<file path="config.mk">
export PLATFORM = sky130hd
export DESIGN_NAME = afifo_wr_arb_flat
export DESIGN_NICKNAME = d
export VERILOG_FILES = /design/src/rtl/afifo_arb_pkg.sv /design/src/rtl/afifo_wr_arb_if.sv /design/src/rtl/afifo_wr_arb_rr_pick.sv /design/src/rtl/afifo_wr_arb.sv /design/src/flat_wrapper.sv
export SDC_FILE = /design/constraint.sdc
export NUM_CORES = 1
export LEC_CHECK = 0
export BUFFER_PORTS_ARGS = -buffer_cell sky130_fd_sc_hd__buf_2
export CORE_AREA = 2 2 77 79
export DETAILED_ROUTE_END_ITERATION = 6
export DIE_AREA = 0 0 79 81
export HOLD_SLACK_MARGIN = 0.05
export PLACE_DENSITY = 0.73
export SETUP_SLACK_MARGIN = 0.3
export SYNTH_ARGS = -nofsm -noshare
export SYNTH_HDL_FRONTEND = slang
export SYNTH_SLANG_ARGS = --single-unit
</file>
<file path="constraint.sdc">
create_clock -name wr_clk -period 2.1 [get_ports wr_clk]
set_input_delay 0.21 -clock wr_clk [delete_from_list [all_inputs] [get_ports wr_clk]]
set_output_delay 0.21 -clock wr_clk [all_outputs]
set_load 0.03 [all_outputs]
</file>
<file path="src/rtl/afifo_arb_pkg.sv">
// Shared definitions for the async-FIFO write arbiter: FSM states and the
// layout of the pushed FIFO word {id, last, data}.
package afifo_arb_pkg;

    typedef enum logic {
        IDLE  = 1'b0,
        BURST = 1'b1
    } arb_state_t;

    localparam int DATA_OFS = 0;

    function automatic int last_ofs(input int w);
        return w;
    endfunction

    function automatic int id_ofs(input int w);
        return w + 1;
    endfunction

endpackage

</file>
<file path="src/rtl/afifo_wr_arb_if.sv">
// Requester and FIFO-side signal bundle for afifo_wr_arb. The arbiter uses
// the slave modport; the requesters/FIFO model side uses master.
interface afifo_wr_arb_if #(
    parameter int W   = 32,
    parameter int N   = 4,
    parameter int LW  = 4,
    parameter int IDW = 3
);
    logic [N-1:0]     req_valid;
    logic [N*W-1:0]   req_data;
    logic [N*LW-1:0]  req_len;
    logic [N-1:0]     req_ready;
    logic             fifo_full;
    logic             fifo_afull;
    logic             fifo_wr_en;
    logic [IDW+W:0]   fifo_wr_data;
    logic             busy;
    logic [IDW-1:0]   cur_id;

    modport master (
        output req_valid, req_data, req_len, fifo_full, fifo_afull,
        input  req_ready, fifo_wr_en, fifo_wr_data, busy, cur_id
    );

    modport slave (
        input  req_valid, req_data, req_len, fifo_full, fifo_afull,
        output req_ready, fifo_wr_en, fifo_wr_data, busy, cur_id
    );
endinterface

</file>
<file path="src/rtl/afifo_wr_arb_rr_pick.sv">
// Combinational N-way round-robin picker: searches from last+1 (mod N)
// upward and returns the first requesting index.
module rr_pick #(
    parameter int N   = 4,
    parameter int IDW = 3
) (
    input  logic [N-1:0]   req,
    input  logic [IDW-1:0] last,
    output logic [IDW-1:0] gnt_id,
    output logic           any
);
    always_comb begin
        gnt_id = '0;
        any    = 1'b0;
        for (int k = 1; k <= N; k++) begin
            for (int j = 0; j < N; j++) begin
                if (!any && (j == (int'(last) + k) % N) && req[j]) begin
                    any    = 1'b1;
                    gnt_id = IDW'(j);
                end
            end
        end
    end
endmodule

</file>
<file path="src/rtl/afifo_wr_arb.sv">
// Burst arbiter in front of an async FIFO write port: grants one requester
// at a time round-robin and forwards its len+1 beats tagged with id/last.
//
// state | meaning
// IDLE  | no grant; arbitrate when any request is valid and FIFO not almost full
// BURST | requester r_gnt owns the FIFO until its beat with r_cnt==0 is pushed
module afifo_wr_arb
    import afifo_arb_pkg::*;
#(
    parameter int W   = 32,
    parameter int N   = 4,
    parameter int LW  = 4,
    parameter int IDW = 3
) (
    input  logic           wr_clk,
    input  logic           wr_reset_n,
    afifo_wr_arb_if.slave  bus
);
    localparam int LAST_BIT = last_ofs(W);
    localparam int ID_LSB   = id_ofs(W);

    arb_state_t       r_state, w_state_nxt;
    logic [IDW-1:0]   r_gnt, w_gnt_nxt;
    logic [IDW-1:0]   r_last, w_last_nxt;
    logic [LW-1:0]    r_cnt, w_cnt_nxt;

    logic [IDW-1:0]   w_pick;
    logic             w_any;
    logic [LW-1:0]    w_pick_len;
    logic             w_g_valid;
    logic [W-1:0]     w_g_data;
    logic             w_busy;
    logic             w_accept;
    logic             w_cnt_zero;

    rr_pick #(
        .N   (N),
        .IDW (IDW)
    ) u_pick (
        .req    (bus.req_valid),
        .last   (r_last),
        .gnt_id (w_pick),
        .any    (w_any)
    );

    // Select the granted requester's beat and the candidate winner's length
    always_comb begin
        w_g_valid  = 1'b0;
        w_g_data   = '0;
        w_pick_len = '0;
        for (int i = 0; i < N; i++) begin
            if (r_gnt == IDW'(i)) begin
                w_g_valid = bus.req_valid[i];
                w_g_data  = bus.req_data[i*W +: W];
            end
            if (w_pick == IDW'(i)) begin
                w_pick_len = bus.req_len[i*LW +: LW];
            end
        end
    end

    always_comb begin
        w_busy     = (r_state == BURST);
        w_accept   = w_busy && w_g_valid && !bus.fifo_full;
        w_cnt_zero = (r_cnt == '0);

        bus.req_ready = '0;
        for (int i = 0; i < N; i++) begin
            if (w_busy && (r_gnt == IDW'(i))) begin
                bus.req_ready[i] = !bus.fifo_full;
            end
        end

        bus.fifo_wr_en                     = w_accept;
        bus.fifo_wr_data                   = '0;
        bus.fifo_wr_data[ID_LSB +: IDW]    = r_gnt;
        bus.fifo_wr_data[LAST_BIT]         = w_cnt_zero;
        bus.fifo_wr_data[DATA_OFS +: W]    = w_g_data;

        bus.busy   = w_busy;
        bus.cur_id = w_busy ? r_gnt : '0;
    end

    always_comb begin
        w_state_nxt = r_state;
        w_gnt_nxt   = r_gnt;
        w_cnt_nxt   = r_cnt;
        w_last_nxt  = r_last;
        case (r_state)
            IDLE: begin
                if (w_any && !bus.fifo_afull) begin
                    w_state_nxt = BURST;
                    w_gnt_nxt   = w_pick;
                    w_cnt_nxt   = w_pick_len;
                end
            end
            BURST: begin
                // A stalled or invalid beat simply holds; there is no timeout
                if (w_accept) begin
                    if (w_cnt_zero) begin
                        w_state_nxt = IDLE;
                        w_last_nxt  = r_gnt;
                    end else begin
                        w_cnt_nxt = r_cnt - LW'(1);
                    end
                end
            end
            default: w_state_nxt = IDLE;
        endcase
    end

    always_ff @(posedge wr_clk or negedge wr_reset_n) begin
        if (!wr_reset_n) begin
            r_state <= IDLE;
            r_gnt   <= '0;
            r_cnt   <= '0;
            r_last  <= IDW'(N - 1);
        end else begin
            r_state <= w_state_nxt;
            r_gnt   <= w_gnt_nxt;
            r_cnt   <= w_cnt_nxt;
            r_last  <= w_last_nxt;
        end
    end

endmodule
</file>
<file path="src/flat_wrapper.sv">
// flat-port wrapper written by rule: the top's interface ports become plain ports
module afifo_wr_arb_flat import afifo_arb_pkg::*;
#(
    parameter int W   = 32,
    parameter int N   = 4,
    parameter int LW  = 4,
    parameter int IDW = 3
)
  (wr_clk, wr_reset_n, bus_req_valid, bus_req_data, bus_req_len, bus_fifo_full, bus_fifo_afull, bus_req_ready, bus_fifo_wr_en, bus_fifo_wr_data, bus_busy, bus_cur_id);
  afifo_wr_arb_if #(.W(W), .N(N), .LW(LW), .IDW(IDW)) bus_i ();
  input  logic wr_clk;
  input  logic wr_reset_n;
  input wire logic [$bits(bus_i.req_valid)-1:0] bus_req_valid;
  input wire logic [$bits(bus_i.req_data)-1:0] bus_req_data;
  input wire logic [$bits(bus_i.req_len)-1:0] bus_req_len;
  input wire logic [$bits(bus_i.fifo_full)-1:0] bus_fifo_full;
  input wire logic [$bits(bus_i.fifo_afull)-1:0] bus_fifo_afull;
  output wire logic [$bits(bus_i.req_ready)-1:0] bus_req_ready;
  output wire logic [$bits(bus_i.fifo_wr_en)-1:0] bus_fifo_wr_en;
  output wire logic [$bits(bus_i.fifo_wr_data)-1:0] bus_fifo_wr_data;
  output wire logic [$bits(bus_i.busy)-1:0] bus_busy;
  output wire logic [$bits(bus_i.cur_id)-1:0] bus_cur_id;
  assign bus_i.req_valid = bus_req_valid;
  assign bus_i.req_data = bus_req_data;
  assign bus_i.req_len = bus_req_len;
  assign bus_i.fifo_full = bus_fifo_full;
  assign bus_i.fifo_afull = bus_fifo_afull;
  assign bus_req_ready = bus_i.req_ready;
  assign bus_fifo_wr_en = bus_i.fifo_wr_en;
  assign bus_fifo_wr_data = bus_i.fifo_wr_data;
  assign bus_busy = bus_i.busy;
  assign bus_cur_id = bus_i.cur_id;
  afifo_wr_arb #(.W(W), .N(N), .LW(LW), .IDW(IDW)) u_core (.wr_clk(wr_clk), .wr_reset_n(wr_reset_n), .bus(bus_i));
endmodule
</file>
# Yosys cells after proc, flatten, opt, wreduce, memory -nomap -nowiden
# Cells that the tools add are included.
[classes] addsub=5 multipliers=0 div_mod_pow=0 order_cmp=0 eq_ne=21 shift=0 muxes=56 bitwise_logic=5 reduce_logical=69
[ops] operator="logical NOT 32 bit" count=4
[ops] operator="2-to-1 mux 32 bit" count=4
[ops] operator="2-to-1 mux 3 bit" count=15
[ops] operator="logical AND 1 bit" count=38
[ops] operator="2-to-1 mux 1 bit" count=28
[ops] operator="2-to-1 mux 4 bit" count=7
[ops] operator="== test 3 bit (first input constant)" count=8
[ops] operator="logical NOT 1 bit" count=17
[ops] operator="== test 2 x 3 -> 1 bit (first input constant)" count=4
[ops] operator="== test 3 x 2 -> 1 bit (second input constant)" count=4
[ops] operator="one-hot mux 4 bit (2 select lines)" count=1
[ops] operator="OR reduction 2 bit" count=4
[ops] operator="== test 3 x 1 -> 1 bit (second input constant)" count=2
[ops] operator="logical NOT 3 bit" count=2
[ops] operator="AND reduction 3 bit" count=2
[ops] operator="adder 2 x 1 -> 2 bit (second input constant)" count=2
[ops] operator="adder 2 bit (second input constant)" count=2
[ops] operator="bitwise AND 1 bit (first input constant)" count=4
[ops] operator="logical NOT 4 bit" count=1
[ops] operator="inequality test 2 bit (second input constant)" count=2
[ops] operator="subtractor 4 x 1 -> 4 bit (second input constant)" count=1
[ops] operator="inequality test 2 x 1 -> 1 bit (second input constant)" count=1
[ops] operator="one-hot mux 1 bit (2 select lines)" count=1
[ops] operator="AND reduction 2 bit" count=1
[ops] operator="NOT 1 bit" count=1
[word_totals] regBits=10 latch_bits=0 mem_bits_rw=0 mem_bits_ro=0 in_bits=152 output_inout_bits=45 elab_cells=160 mem_count=0

# Depth between registers and ports, before layout
# Gate-level depths: netlist (run 1).
[depth] depth_word=73 mapped_depth=7 mapped_depth_nobuf=7

# Hierarchy
# A second synthesis (run 1) with hierarchy kept.
[unflattened] hier_cells=155 hier_area_um2=1783.0
[by_module_without_submodules] module="afifo_wr_arb" n_inst=1 cells_each=142 area_per_inst_um2=1706.6 seq_area_each_um2=277.8
[by_module_without_submodules] module="rr_pick" n_inst=1 cells_each=13 area_per_inst_um2=76.3 seq_area_each_um2=0.0

# Worst setup path after synthesis (run 1)
# No wires, ideal clock.
[synth_path] path_type="reg2out" from="reg u_core.r_gnt[0]" to="out bus_fifo_wr_data[10]" arrival_ns=1.805 required_time_ns=1.890 path_slack_ns=0.085 path_stages_with_launch=4 path_buffers=2 path_cell_list="dfrtp_1 > buf_2 > buf_2 > mux4_2"
[synth_via] elab_chain_cells=5 elab_cells_between_ends=8 cone_classes="3 x eq/ne; 4 x mux; 1 x reduce/logical"
[synth_lines] element="start, declared" line="afifo_wr_arb.sv:23" rtl="logic [IDW-1:0] r_gnt, w_gnt_nxt;"
[synth_lines] element="start signal, assigned" line="afifo_wr_arb.sv:120" rtl="r_gnt <= w_gnt_nxt;"
[synth_lines] element="logical NOT 3 bit" line="afifo_wr_arb.sv:52" rtl="if (r_gnt == IDW'(i)) begin"
[synth_lines] element="2-to-1 mux 32 bit (3 in a row)" line="afifo_wr_arb.sv:52"
[synth_lines] element="2-to-1 mux 32 bit (*)" line="afifo_wr_arb.sv:52"
[synth_lines] element="end, declared" line="flat_wrapper.sv:20" rtl="output wire logic [$bits(bus_i.fifo_wr_data)-1:0] bus_fifo_wr_data;"
# Mark *: on every way between the ends. The rest lies on a longest branch, timed or not.

# Final worst setup path (run 1)
[layout_path] from="reg u_core.r_gnt[0]" to="out bus_fifo_wr_data[25]"
# The elaborated chain is that of the path after synthesis.

==> results of run 1 <==
[cells in the final DEF (no fill, tap or decap), drive strengths merged, types with 6 or more instances in the layout]
cell,instances
a21oi,8
and2,6
buf,209
clkbuf,7
dfrtp,7
inv,6
mux4,32
nand2,9
nor2,12
o21ai,6
[path summary, 6_finish.rpt]
path	endpoint	slack, ns	depth (start not counted)
hold / removal	u_core.r_cnt[1]	0.27	3
max in group asynchronous	u_core.r_last[0]	1.48	2
hold reg to reg	u_core.r_last[0]	0.52	2
setup reg to reg	u_core.r_last[1]	0.31	7
min in group asynchronous	u_core.r_cnt[2]	0.37	2
setup / recovery	bus_fifo_wr_data[25]	0.28	4
[flip-flops by register name, summed over array words and instances, names as in the netlist]
register	cells
u_core.r_last	2
u_core.bus.busy	1
u_core.r_cnt	4
u_core.r_gnt	2
[through the flow]
step | utilization, % | hold WS, ns | cell area [um2] | power [mW] | setup slack [ns]
floorplan | - | -0.08559 | 1657 | 2.528 | 0.2655
global placement | 46.76 | 0.07948 | 2654 | 3.161 | 0.3227
detailed placement | 46.76 | 0.07993 | 2654 | 3.190 | 0.2746
CTS | 52.47 | 0.2768 | 2978 | 3.971 | 0.2714
global route | 56.33 | 0.2905 | 3197 | 4.589 | 0.2454
finish | 56.37 | 0.2652 | 3199 | 4.348 | 0.2821
[metal layers]
metal / up-vias / part of all wire (%) / wire length [um]
li1: 1001 / - / -
met1: 1094 / 37 / 2935
met2: 129 / 52 / 4116
met3: 20 / 9.2 / 735
met4: 4 / 2.1 / 164
met5: - / 0.29 / 23
[logic make-up (layout without fill, tap and decap cells)]
kind of cell,Yosys count,after routing
AO/OA/AOI/OAI,36,36
other,1,3
buffers and inverters,23,223
XOR/XNOR,1,1
flip-flops,9,9
multiplexers,36,36
adder cells (fa/ha/maj),1,1
AND/OR/NAND/NOR,42,42
[power groups by stage]
| stage | combinational (mW) | sequential [mW] | clock, mW |
|---|---|---|---|
| 2_1_floorplan | 2.15 | 0.378 | 0 |
| 3_3_place_gp | 2.78 | 0.378 | 0 |
| 3_5_place_dp | 2.81 | 0.385 | 0 |
| 4_1_cts | 3.38 | 0.376 | 0.217 |
| 5_1_grt | 3.97 | 0.392 | 0.230 |
| 6_report | 3.76 | 0.377 | 0.210 |
[critical path: stages (launching register included)]
cell and delay, ns:
sky130_fd_sc_hd__dfrtp_2 0.41, sky130_fd_sc_hd__buf_6 0.13, sky130_fd_sc_hd__buf_16 0.13, sky130_fd_sc_hd__mux4_2 0.53, sky130_fd_sc_hd__buf_6 0.16
[repair_timing]
item                                   4_1_cts  5_1_grt
hold buffers                                 1        0
gates resized for setup                     46       47
endpoints found under the hold margin        7        0
buffers inserted                             6        4
pin swaps                                    0        2
setup endpoints to repair                   33       37
cloned                                       3        2
[cell type report]
type                       count  area (um2)  share of cell area [%]
timing repair buffer         213        1455                   45.48
multi-input combinational    118        1350                   42.20
sequential                     9       230.2                   7.196
tap                           75       93.84                   2.933
clock buffer                   4       45.04                   1.408
inverter                       6       22.52                  0.7039
antenna                        1       2.502                 0.07822
==> run_results.csv, run 1 <==
group,metric,value,unit
outcome,run_status,"finished clean",
critical_path,launching_element_of_the_worst_setup_path,"u_core.r_gnt[0]",
power_and_ir_drop,worst_ir_drop_vdd,744.2,uV
yosys,synth-async-reset-ratio,100.0,%
routing,drc_errors,0,
hold_path,worstHoldPathType,"in -> reg",
yosys,post_synth_main_area_contributors,"sky130_fd_sc_hd__mux4_2 44%, sky130_fd_sc_hd__dfrtp_1 11%, sky130_fd_sc_hd__dfstp_2 3.2%, sky130_fd_sc_hd__nor2_1 2.7%, sky130_fd_sc_hd__and2_1 2.3%",
timing,report.final.slew_viol_count,0,
timing,max_slew_margin,64.12,%
yosys,synth_seq_cells,9,
timing,worst_slew_pin_slew,0.5246,ns
clock_network,clock-sinks,9,
place,gp_congestion,0.8635,
power_and_ir_drop,clock_power_share,4.8,%
final_layout,drive_above_1_share,75.71,%
yosys,synth_top_cells_by_count,"32 x sky130_fd_sc_hd__mux4_2, 12 x sky130_fd_sc_hd__nor2_1, 8 x sky130_fd_sc_hd__nand2_1",
grt,globalRouteMet1Util,26.12,%
yosys,synthAdderAreaFrac,0.7634,%
routing,drt_pass1_iterations,4,
clock_network,ctsHtreeMaxLevel,1,
floorplanning,horizontal_die_dimension,79,um
clock_network,clk_pin_slew_worst_paths,0.05,ns
routing,ant_nets,0,
timing,hold_viol,0,
power_and_ir_drop,sw_frac_of_total,47.41,%
grt,global_route.peak_usage_layer,"met2",
final_layout,filler_cell_count,510,
place,place_inst,405,
yosys,yosys.area_share.xor_xnor,0.5344,%
grt,maximum_number_of_pins_on_one_net_before_global_route_repair,35,
yosys,synth.most_common_cell,"sky130_fd_sc_hd__mux4_2",
yosys,synth.area.mux_share,46.49,%
grt,antenna_found_initial,3,
timing,period_share,86.57,%
routing,viasPerCell,5.277,
power_and_ir_drop,part_of_the_total_power_dissipated_in_combinational_logic,86.5,%
timing,maxClockFrequency,550.1,MHz
yosys,synthesis.area_per_instance,11.00,um2
grt,grt_first_pass_wirelength,10720,um
yosys,synth_simple_gate_area_share,13.13,%
routing,drtIter0Drc,73,
grt,first_global_vias,2139,
routing,routed_wirelength,7976,um
critical_path,end_kind,"output pin",
timing,setup-violations-final,0,
power_and_ir_drop,pwr_density_cell,1359,nW/um2
hold_path,holdCritStartpoint,"bus_req_len[13]",
final_layout,fin_cells,426,
routing,wire_per_inst,18.72,um
job,maxCapViolations,0,
floorplanning,floorplan.die_area,6399,um2
clock_network,cts_max_path_buffers,2,
timing,final.setup.tns,0,ns
yosys,synth_cells,149,
grt,tot_gr_track_use,21.86,%
yosys,synth.distinct_cells,46,
timing,clock-skew-final,0.001178,ns
critical_path,timing_worst_setup_path_type,"reg -> out",
final_layout,layout-area-overhead-vs-synth,95.19,%
grt,global_route.usage.met3,5.889,%
floorplanning,i_o_pin_cnt,197,
critical_path,worstReg2RegStart,"u_core.r_gnt[0]",
yosys,synth_area_in_compound_gates,17.79,%
clock_network,cts_buffers,3,
power_and_ir_drop,seq_power_share,8.7,%
yosys,synth-main-ff-cell,"sky130_fd_sc_hd__dfrtp_1",
floorplanning,floorplan.core_area,5675,um2
clock_network,cts-root-buf,"sky130_fd_sc_hd__clkbuf_8",
power_and_ir_drop,cell_internal_pwr,2.287,mW
power_and_ir_drop,netSwitchingPower,2.061,mW
routing,dr_total_vias,2248,
final_layout,layout.nets,504,
place,hpwl,6147,um
power_and_ir_drop,cell_leakage_power,1.580,nW
yosys,synth_area,1639,um2
yosys,yosys_warnings,0,
critical_path,worstPathArrival,1.61,ns
floorplanning,floorplan.rows,28,
critical_path,start_kind,"flip-flop",
yosys,synthDominantCellAreaShare,43.97,%
clock_network,cts_tree,"built",
place,io_buffers,194,
yosys,share_of_synthesized_area_occupied_by_flip_flops_and_latches,13.89,%
yosys,synth_enable_flop_cells,0,
critical_path,largest_driver_fanout_on_the_critical_path,8,
floorplanning,floorplan.die.height,81,um
grt,grtUsageMet2,38.56,%
timing,rsz0062_at_grt,"true",
floorplanning,start_util,28.88,%
grt,grt.overflow.total,0,
timing,finalWorstPathRequiredPeriod,1.818,ns
yosys,synth_largest_area_cell,"sky130_fd_sc_hd__mux4_2",
yosys,synth_top_family_by_area,"multiplexers",
clock_network,insertion_delay,0.24,ns
critical_path,crit_required,1.89,ns
Power figures use the tool's default switching activity.
==> run 2: changes to the inputs <==
--- a/config.mk
+++ b/config.mk
@@ -11,6 +11,7 @@
 export DIE_AREA = 0 0 79 81
 export HOLD_SLACK_MARGIN = 0.05
 export PLACE_DENSITY = 0.73
+export RECOVER_POWER = 25
 export SETUP_SLACK_MARGIN = 0.3
 export SYNTH_ARGS = -nofsm -noshare
 export SYNTH_HDL_FRONTEND = slang
==> run 2 against run 1 <==
- largest cell class unchanged
- die area unchanged
- critical path depth unchanged
- critical path type unchanged
- global-route usage unchanged
==> run_results.csv, run 2 (same netlist as run 1, synthesis figures left out) <==
group,metric,value,unit
outcome,run_status,"finished clean",
routing,drc_errors,0,
power_and_ir_drop,post-layout-total-power,4.331,mW
grt,antenna_found_initial,3,
timing,hold_viol,0,
critical_path,worstPathArrival,1.66,ns
hold_path,worstHoldPathType,"in -> reg",
timing,max_slew_margin,59.79,%
final_layout,layout-area-overhead-vs-synth,94.58,%
clock_network,cts_buffers,3,
timing,report.final.slew_viol_count,0,
critical_path,end_kind,"output pin",
timing,setup-violations-final,0,
routing,routed_wirelength,7954,um
place,io_buffers,194,
power_and_ir_drop,part_of_the_total_power_dissipated_in_combinational_logic,86.5,%
timing,rsz0062_at_grt,"true",
critical_path,crit_path_cell_trace,"buf_6 > buf_16 > mux4_2 > buf_6",
timing,clock-skew-final,0.001252,ns
final_layout,final_cell_mix,"157 x sky130_fd_sc_hd__buf_2, 37 x sky130_fd_sc_hd__buf_6, 32 x sky130_fd_sc_hd__mux4_2",
timing,setup_ws,0.2303,ns
critical_path,crit_top_cell,"sky130_fd_sc_hd__buf_6",
critical_path,crit_required,1.89,ns
power_and_ir_drop,cell_leakage_power,1.566,nW
power_and_ir_drop,netSwitchingPower,2.059,mW
timing,maxClockFrequency,534.9,MHz
routing,wire_per_inst,18.67,um
final_layout,postLayoutCoreUtil,56.19,%
final_layout,biggestRegsByFlops,"u_core.r_cnt: 4 flops, u_core.r_gnt: 2 flops, u_core.r_last: 2 flops",
grt,grt.overflow.total,0,
routing,ant_nets,0,
routing,drtIter0Drc,66,
hold_path,holdCritStartpoint,"bus_req_len[13]",
floorplanning,horizontal_die_dimension,79,um
power_and_ir_drop,sw_frac_of_total,47.54,%
job,maxCapViolations,0,
routing,viasPerCell,5.317,
timing,final.setup.tns,0,ns
timing,worst_slew_pin_slew,0.6031,ns
final_layout,drive_above_1_share,74.00,%
grt,tot_gr_track_use,21.86,%
final_layout,layout.nets,504,
critical_path,timing.critical_path.slowest_stage_cell,"sky130_fd_sc_hd__mux4_2",
hold_path,timing.hold.worst_endpoint,"u_core.r_cnt[1]",
clock_network,ctsHtreeMaxLevel,1,
clock_network,cts-root-buf,"sky130_fd_sc_hd__clkbuf_8",
floorplanning,floorplan.die.height,81,um
power_and_ir_drop,pwr_density_cell,1358,nW/um2
power_and_ir_drop,seq_power_share,8.7,%
clock_network,clk_pin_slew_worst_paths,0.05,ns
routing,dr_total_vias,2265,
power_and_ir_drop,worst_ir_drop_vdd,742.6,uV
clock_network,cts_max_path_buffers,2,
power_and_ir_drop,cell_internal_pwr,2.272,mW
timing,finalWorstPathRequiredPeriod,1.870,ns
critical_path,critical_path.max_stage_delay,0.53,ns
floorplanning,floorplan.rows,28,
grt,first_global_vias,2139,
power_and_ir_drop,clock_power_share,4.9,%
place,place_worst_setup_slack,0.2746,ns
place,hpwl,6147,um
critical_path,worst_r2r_path_depth,7,
timing,period_share,89.03,%
clock_network,insertion_delay,0.24,ns
critical_path,start_kind,"flip-flop",
critical_path,worstReg2RegStart,"u_core.r_gnt[0]",
critical_path,rrSetupSlack,0.28,ns
critical_path,largest_driver_fanout_on_the_critical_path,8,
floorplanning,i_o_pin_cnt,197,
floorplanning,start_util,28.88,%
place,place_inst,405,
place,gp_congestion,0.8635,
final_layout,regMostFlops,"u_core.r_cnt",
critical_path,r2r_end,"u_core.r_last[1]",
grt,maximum_number_of_pins_on_one_net_before_global_route_repair,35,
final_layout,fin_cells,426,
grt,grt_first_pass_wirelength,10720,um
floorplanning,floorplan.die_area,6399,um2
hold_path,worst_hold_path.num_cells,3,
routing,drt_pass1_iterations,4,
floorplanning,floorplan.core_area,5675,um2
critical_path,timing_worst_setup_path_type,"reg -> out",
clock_network,cts_tree,"built",
clock_network,clock-sinks,9,
final_layout,mostFrequentLayoutCell,"sky130_fd_sc_hd__buf_2",
final_layout,largest_reg_flops,4,
## run 2: changes by cell type in the layout (fill, tap and decap cells not counted)
cell,delta
sky130_fd_sc_hd__clkbuf_1,+5
sky130_fd_sc_hd__buf_2,-4
sky130_fd_sc_hd__buf_4,-1
sky130_fd_sc_hd__dfrtp_1,+1
sky130_fd_sc_hd__dfrtp_2,-1
## run 2: power by group through the flow
stage	combinational (mW)	clock [mW]	sequential, mW
after floorplan	2.15	0	0.378
after global placement	2.78	0	0.378
after detailed placement	2.81	0	0.385
after CTS	3.38	0.217	0.376
after global routing	3.95	0.230	0.390
final	3.74	0.211	0.376
## run 2: how the worst max path moves through the flow
stage               slack (ns)                    to              from
CTS                       0.27   bus_fifo_wr_data[6]   u_core.r_gnt[0]
floorplan                 0.27      u_core.r_last[1]   u_core.r_gnt[1]
detailed placement        0.27       u_core.r_cnt[0]  u_core.r_last[1]
global placement          0.32       u_core.r_cnt[0]  u_core.r_last[1]
global route              0.19  bus_fifo_wr_data[20]   u_core.r_gnt[0]
finish                    0.23  bus_fifo_wr_data[25]   u_core.r_gnt[0]
## run 2: layout make-up
type,instances,area (um2)
Timing Repair Buffer,213,1446
Inverter,6,22.52
Tap cell,75,93.84
Clock buffer,4,45.04
Multi-Input combinational cell,118,1350
Antenna cell,1,2.502
Fill cell,513,2486
Sequential cell,9,229.0
## run 2: what timing repair did
action | in CTS | in global routing
gates cloned | 3 | 2
pin swaps | 0 | 2
hold endpoints to repair | 7 | 0
hold buffers | 1 | 0
gates resized for setup | 46 | 47
setup endpoints to repair | 33 | 37
setup buffers | 6 | 4
## run 2: through the flow
step | hold WS (ns) | instance area, um2
2_1_floorplan | -0.08559 | 1657
3_5_place_dp | 0.07993 | 2654
4_1_cts | 0.2768 | 2978
5_1_grt | 0.2905 | 3187
6_report | 0.2668 | 3189
3_3_place_gp | 0.07948 | 2654
## run 2: critical path, delay by kind of cell, from the launching register on
family | cells | cell delay (ns)
mux | 1 | 0.53
flops | 1 | 0.45
buf+inv | 3 | 0.43
## run 2: layer usage
layer	wire length, um	global-route usage [%]	part of all wire (%)
met2	4117	38.56	52
met1	2910	26.12	37
met5	23	0	0.29
met3	738	5.889	9.3
met4	164	6.552	2.1
==> run 3: changes to the inputs <==
--- a/config.mk
+++ b/config.mk
@@ -13,6 +13,7 @@
 export PLACE_DENSITY = 0.73
 export RECOVER_POWER = 25
 export SETUP_SLACK_MARGIN = 0.3
+export SLEW_MARGIN = 20
 export SYNTH_ARGS = -nofsm -noshare
 export SYNTH_HDL_FRONTEND = slang
 export SYNTH_SLANG_ARGS = --single-unit
==> constraint.sdc (replaced) <==
create_clock -name wr_clk -period 2.08 [get_ports wr_clk]
set_input_delay 0.208 -clock wr_clk [delete_from_list [all_inputs] [get_ports wr_clk]]
set_output_delay 0.208 -clock wr_clk [all_outputs]
set_load 0.03 [all_outputs]
==> run 3 against run 2 <==
- setup slack worse by 0.029 ns
- power down 2.9%
- highest routed layer is now met4
- critical path depth down 1
- clock power about the same
- via count down 4.2%
- count of clock-buffer cells in the layout unchanged
- utilization down 1.6 points
- register-to-register slack worse by 0.02 ns
- cell count down 0.23%
==> run_results.csv, run 3 (same netlist as run 1, synthesis figures left out) <==
group,metric,value,unit
outcome,run_status,"finished clean",
critical_path,largest_driver_fanout_on_the_critical_path,23,
hold_path,worstHoldPathType,"in -> reg",
grt,tot_gr_track_use,22.09,%
clock_network,insertion_delay,0.24,ns
grt,grt.overflow.total,0,
power_and_ir_drop,pwr_density_cell,1359,nW/um2
final_layout,final_cell_mix,"165 x sky130_fd_sc_hd__buf_2, 32 x sky130_fd_sc_hd__mux4_2, 31 x sky130_fd_sc_hd__buf_6",
critical_path,end_kind,"output pin",
place,gp_congestion,0.8526,
clock_network,ctsHtreeMaxLevel,1,
routing,ant_nets,0,
routing,routed_wirelength,7748,um
timing,period_share,90.31,%
final_layout,fin_cells,425,
final_layout,biggestRegsByFlops,"u_core.r_cnt: 4 flops, u_core.r_gnt: 2 flops, u_core.r_last: 2 flops",
floorplanning,floorplan.die_area,6399,um2
final_layout,postLayoutCoreUtil,54.56,%
timing,rsz0062_at_grt,"true",
power_and_ir_drop,cell_leakage_power,1.531,nW
place,hpwl,6285,um
routing,drt-met1-wl,2731,um
routing,drc_errors,0,
critical_path,worst_r2r_path_depth,8,
timing,finalWorstPathRequiredPeriod,1.878,ns
critical_path,crit_required,1.87,ns
critical_path,worstReg2RegStart,"u_core.r_gnt[0]",
routing,wl_met3,771,um
floorplanning,floorplan.core_area,5675,um2
timing,report.final.slew_viol_count,0,
floorplanning,floorplan.rows,28,
timing,max_slew_margin,61.09,%
timing,worst_slew_pin_slew,0.5837,ns
final_layout,final_area,3097,um2
timing,final.setup.tns,0,ns
place,place_worst_setup_slack,0.2176,ns
place,dpl-instance-area,2669,um2
routing,highest_layer,"met4",
grt,maximum_number_of_pins_on_one_net_before_global_route_repair,24,
grt,first_global_vias,2089,
timing,clock-skew-final,0.001142,ns
routing,met2RoutedLength,4047,um
job,maxCapViolations,0,
timing,setup_ws,0.2016,ns
floorplanning,floorplan.die.height,81,um
hold_path,worst_hold_path.num_cells,3,
critical_path,timing_worst_setup_path_type,"reg -> out",
routing,dr_total_vias,2169,
timing,hold_viol,0,
power_and_ir_drop,worst_ir_drop_vdd,799.6,uV
clock_network,cts_max_path_buffers,2,
routing,drtIter0Drc,59,
final_layout,largest_reg_flops,4,
floorplanning,horizontal_die_dimension,79,um
routing,wire_per_inst,18.23,um
grt,grt_first_pass_wirelength,10680,um
routing,viasPerCell,5.104,
clock_network,cts_tree,"built",
clock_network,clock-sinks,9,
timing,maxClockFrequency,532.4,MHz
clock_network,cts_buffers,3,
hold_path,holdCritStartpoint,"bus_req_len[13]",
critical_path,start_kind,"flip-flop",
critical_path,r2r_end,"u_core.r_cnt[2]",
final_layout,regMostFlops,"u_core.r_cnt",
grt,antenna_found_initial,1,
critical_path,worstPathArrival,1.67,ns
final_layout,layout-area-overhead-vs-synth,88.93,%
final_layout,mostFrequentLayoutCell,"sky130_fd_sc_hd__buf_2",
floorplanning,start_util,28.88,%
place,io_buffers,194,
routing,drt_pass1_iterations,4,
clock_network,clk_pin_slew_worst_paths,0.05,ns
floorplanning,i_o_pin_cnt,197,
final_layout,drive_above_1_share,74.79,%
place,place_inst,407,
critical_path,rrSetupSlack,0.26,ns
clock_network,cts-root-buf,"sky130_fd_sc_hd__clkbuf_8",
timing,setup-violations-final,0,
hold_path,timing.hold.worst_endpoint,"u_core.r_cnt[1]",
final_layout,layout.nets,503,
## run 3: changes by cell type in the layout (fill, tap and decap cells not counted), sizes merged
cell and change:
buf +1, clkbuf -2
## run 3: through the flow
stage	power (mW)	hold WS (ns)
final	4.207	0.2600
after global placement	3.235	0.07345
after floorplan	2.552	-0.08759
after CTS	3.922	0.2713
after detailed placement	3.283	0.07279
after global routing	4.464	0.3118
## run 3: report_power, final
| part | internal [mW] | total (mW) | switching, mW |
|---|---|---|---|
| registers | 0.272 | 0.368 | 0.0960 |
| clock network | 0.134 | 0.211 | 0.0772 |
| logic | 1.74 | 3.63 | 1.89 |
| total | 2.15 | 4.21 | 2.06 |
## run 3: worst max-delay path by stage
stage	start	to	slack, ns
after floorplan	u_core.r_gnt[1]	u_core.r_last[1]	0.25
after global placement	u_core.r_last[1]	u_core.r_cnt[0]	0.28
after detailed placement	u_core.r_last[1]	u_core.r_cnt[0]	0.22
after CTS	u_core.r_gnt[0]	bus_fifo_wr_data[4]	0.24
after global routing	u_core.r_gnt[1]	bus_fifo_wr_data[3]	0.13
final	u_core.r_gnt[1]	bus_fifo_wr_data[7]	0.20
## run 3: repair_timing
item,4_1_cts,5_1_grt
hold buffers,1,0
hold endpoints to repair,7,0
pin swaps,1,2
setup endpoints to repair,34,34
cloned,2,1
gates resized for setup,37,39
setup buffers,5,4
## run 3: critical path, stage by stage (launching register included)
cell	delay (ns)
sky130_fd_sc_hd__dfrtp_2	0.36
sky130_fd_sc_hd__clkbuf_2	0.48
sky130_fd_sc_hd__mux4_2	0.43
sky130_fd_sc_hd__buf_6	0.16
## run 3: per-layer routing
| metal | vias to the layer above | global-route usage [%] |
|---|---|---|
| li1 | 1004 | - |
| met1 | 1023 | 25.42 |
| met2 | 126 | 40.34 |
| met3 | 16 | 5.556 |
| met4 | 0 | 6.897 |
| met5 | - | 0 |
## run 3: final cells by class
| cell class | instances | area [um2] |
|---|---|---|
| fillers | 535 | 2579 |
| diodes | 1 | 2.502 |
| repair buffers | 212 | 1351 |
| well taps | 75 | 93.84 |
| clock buffers | 4 | 45.04 |
| flip-flops and latches | 9 | 229.0 |
| multi-input cells | 118 | 1353 |
| inverters | 6 | 22.52 |
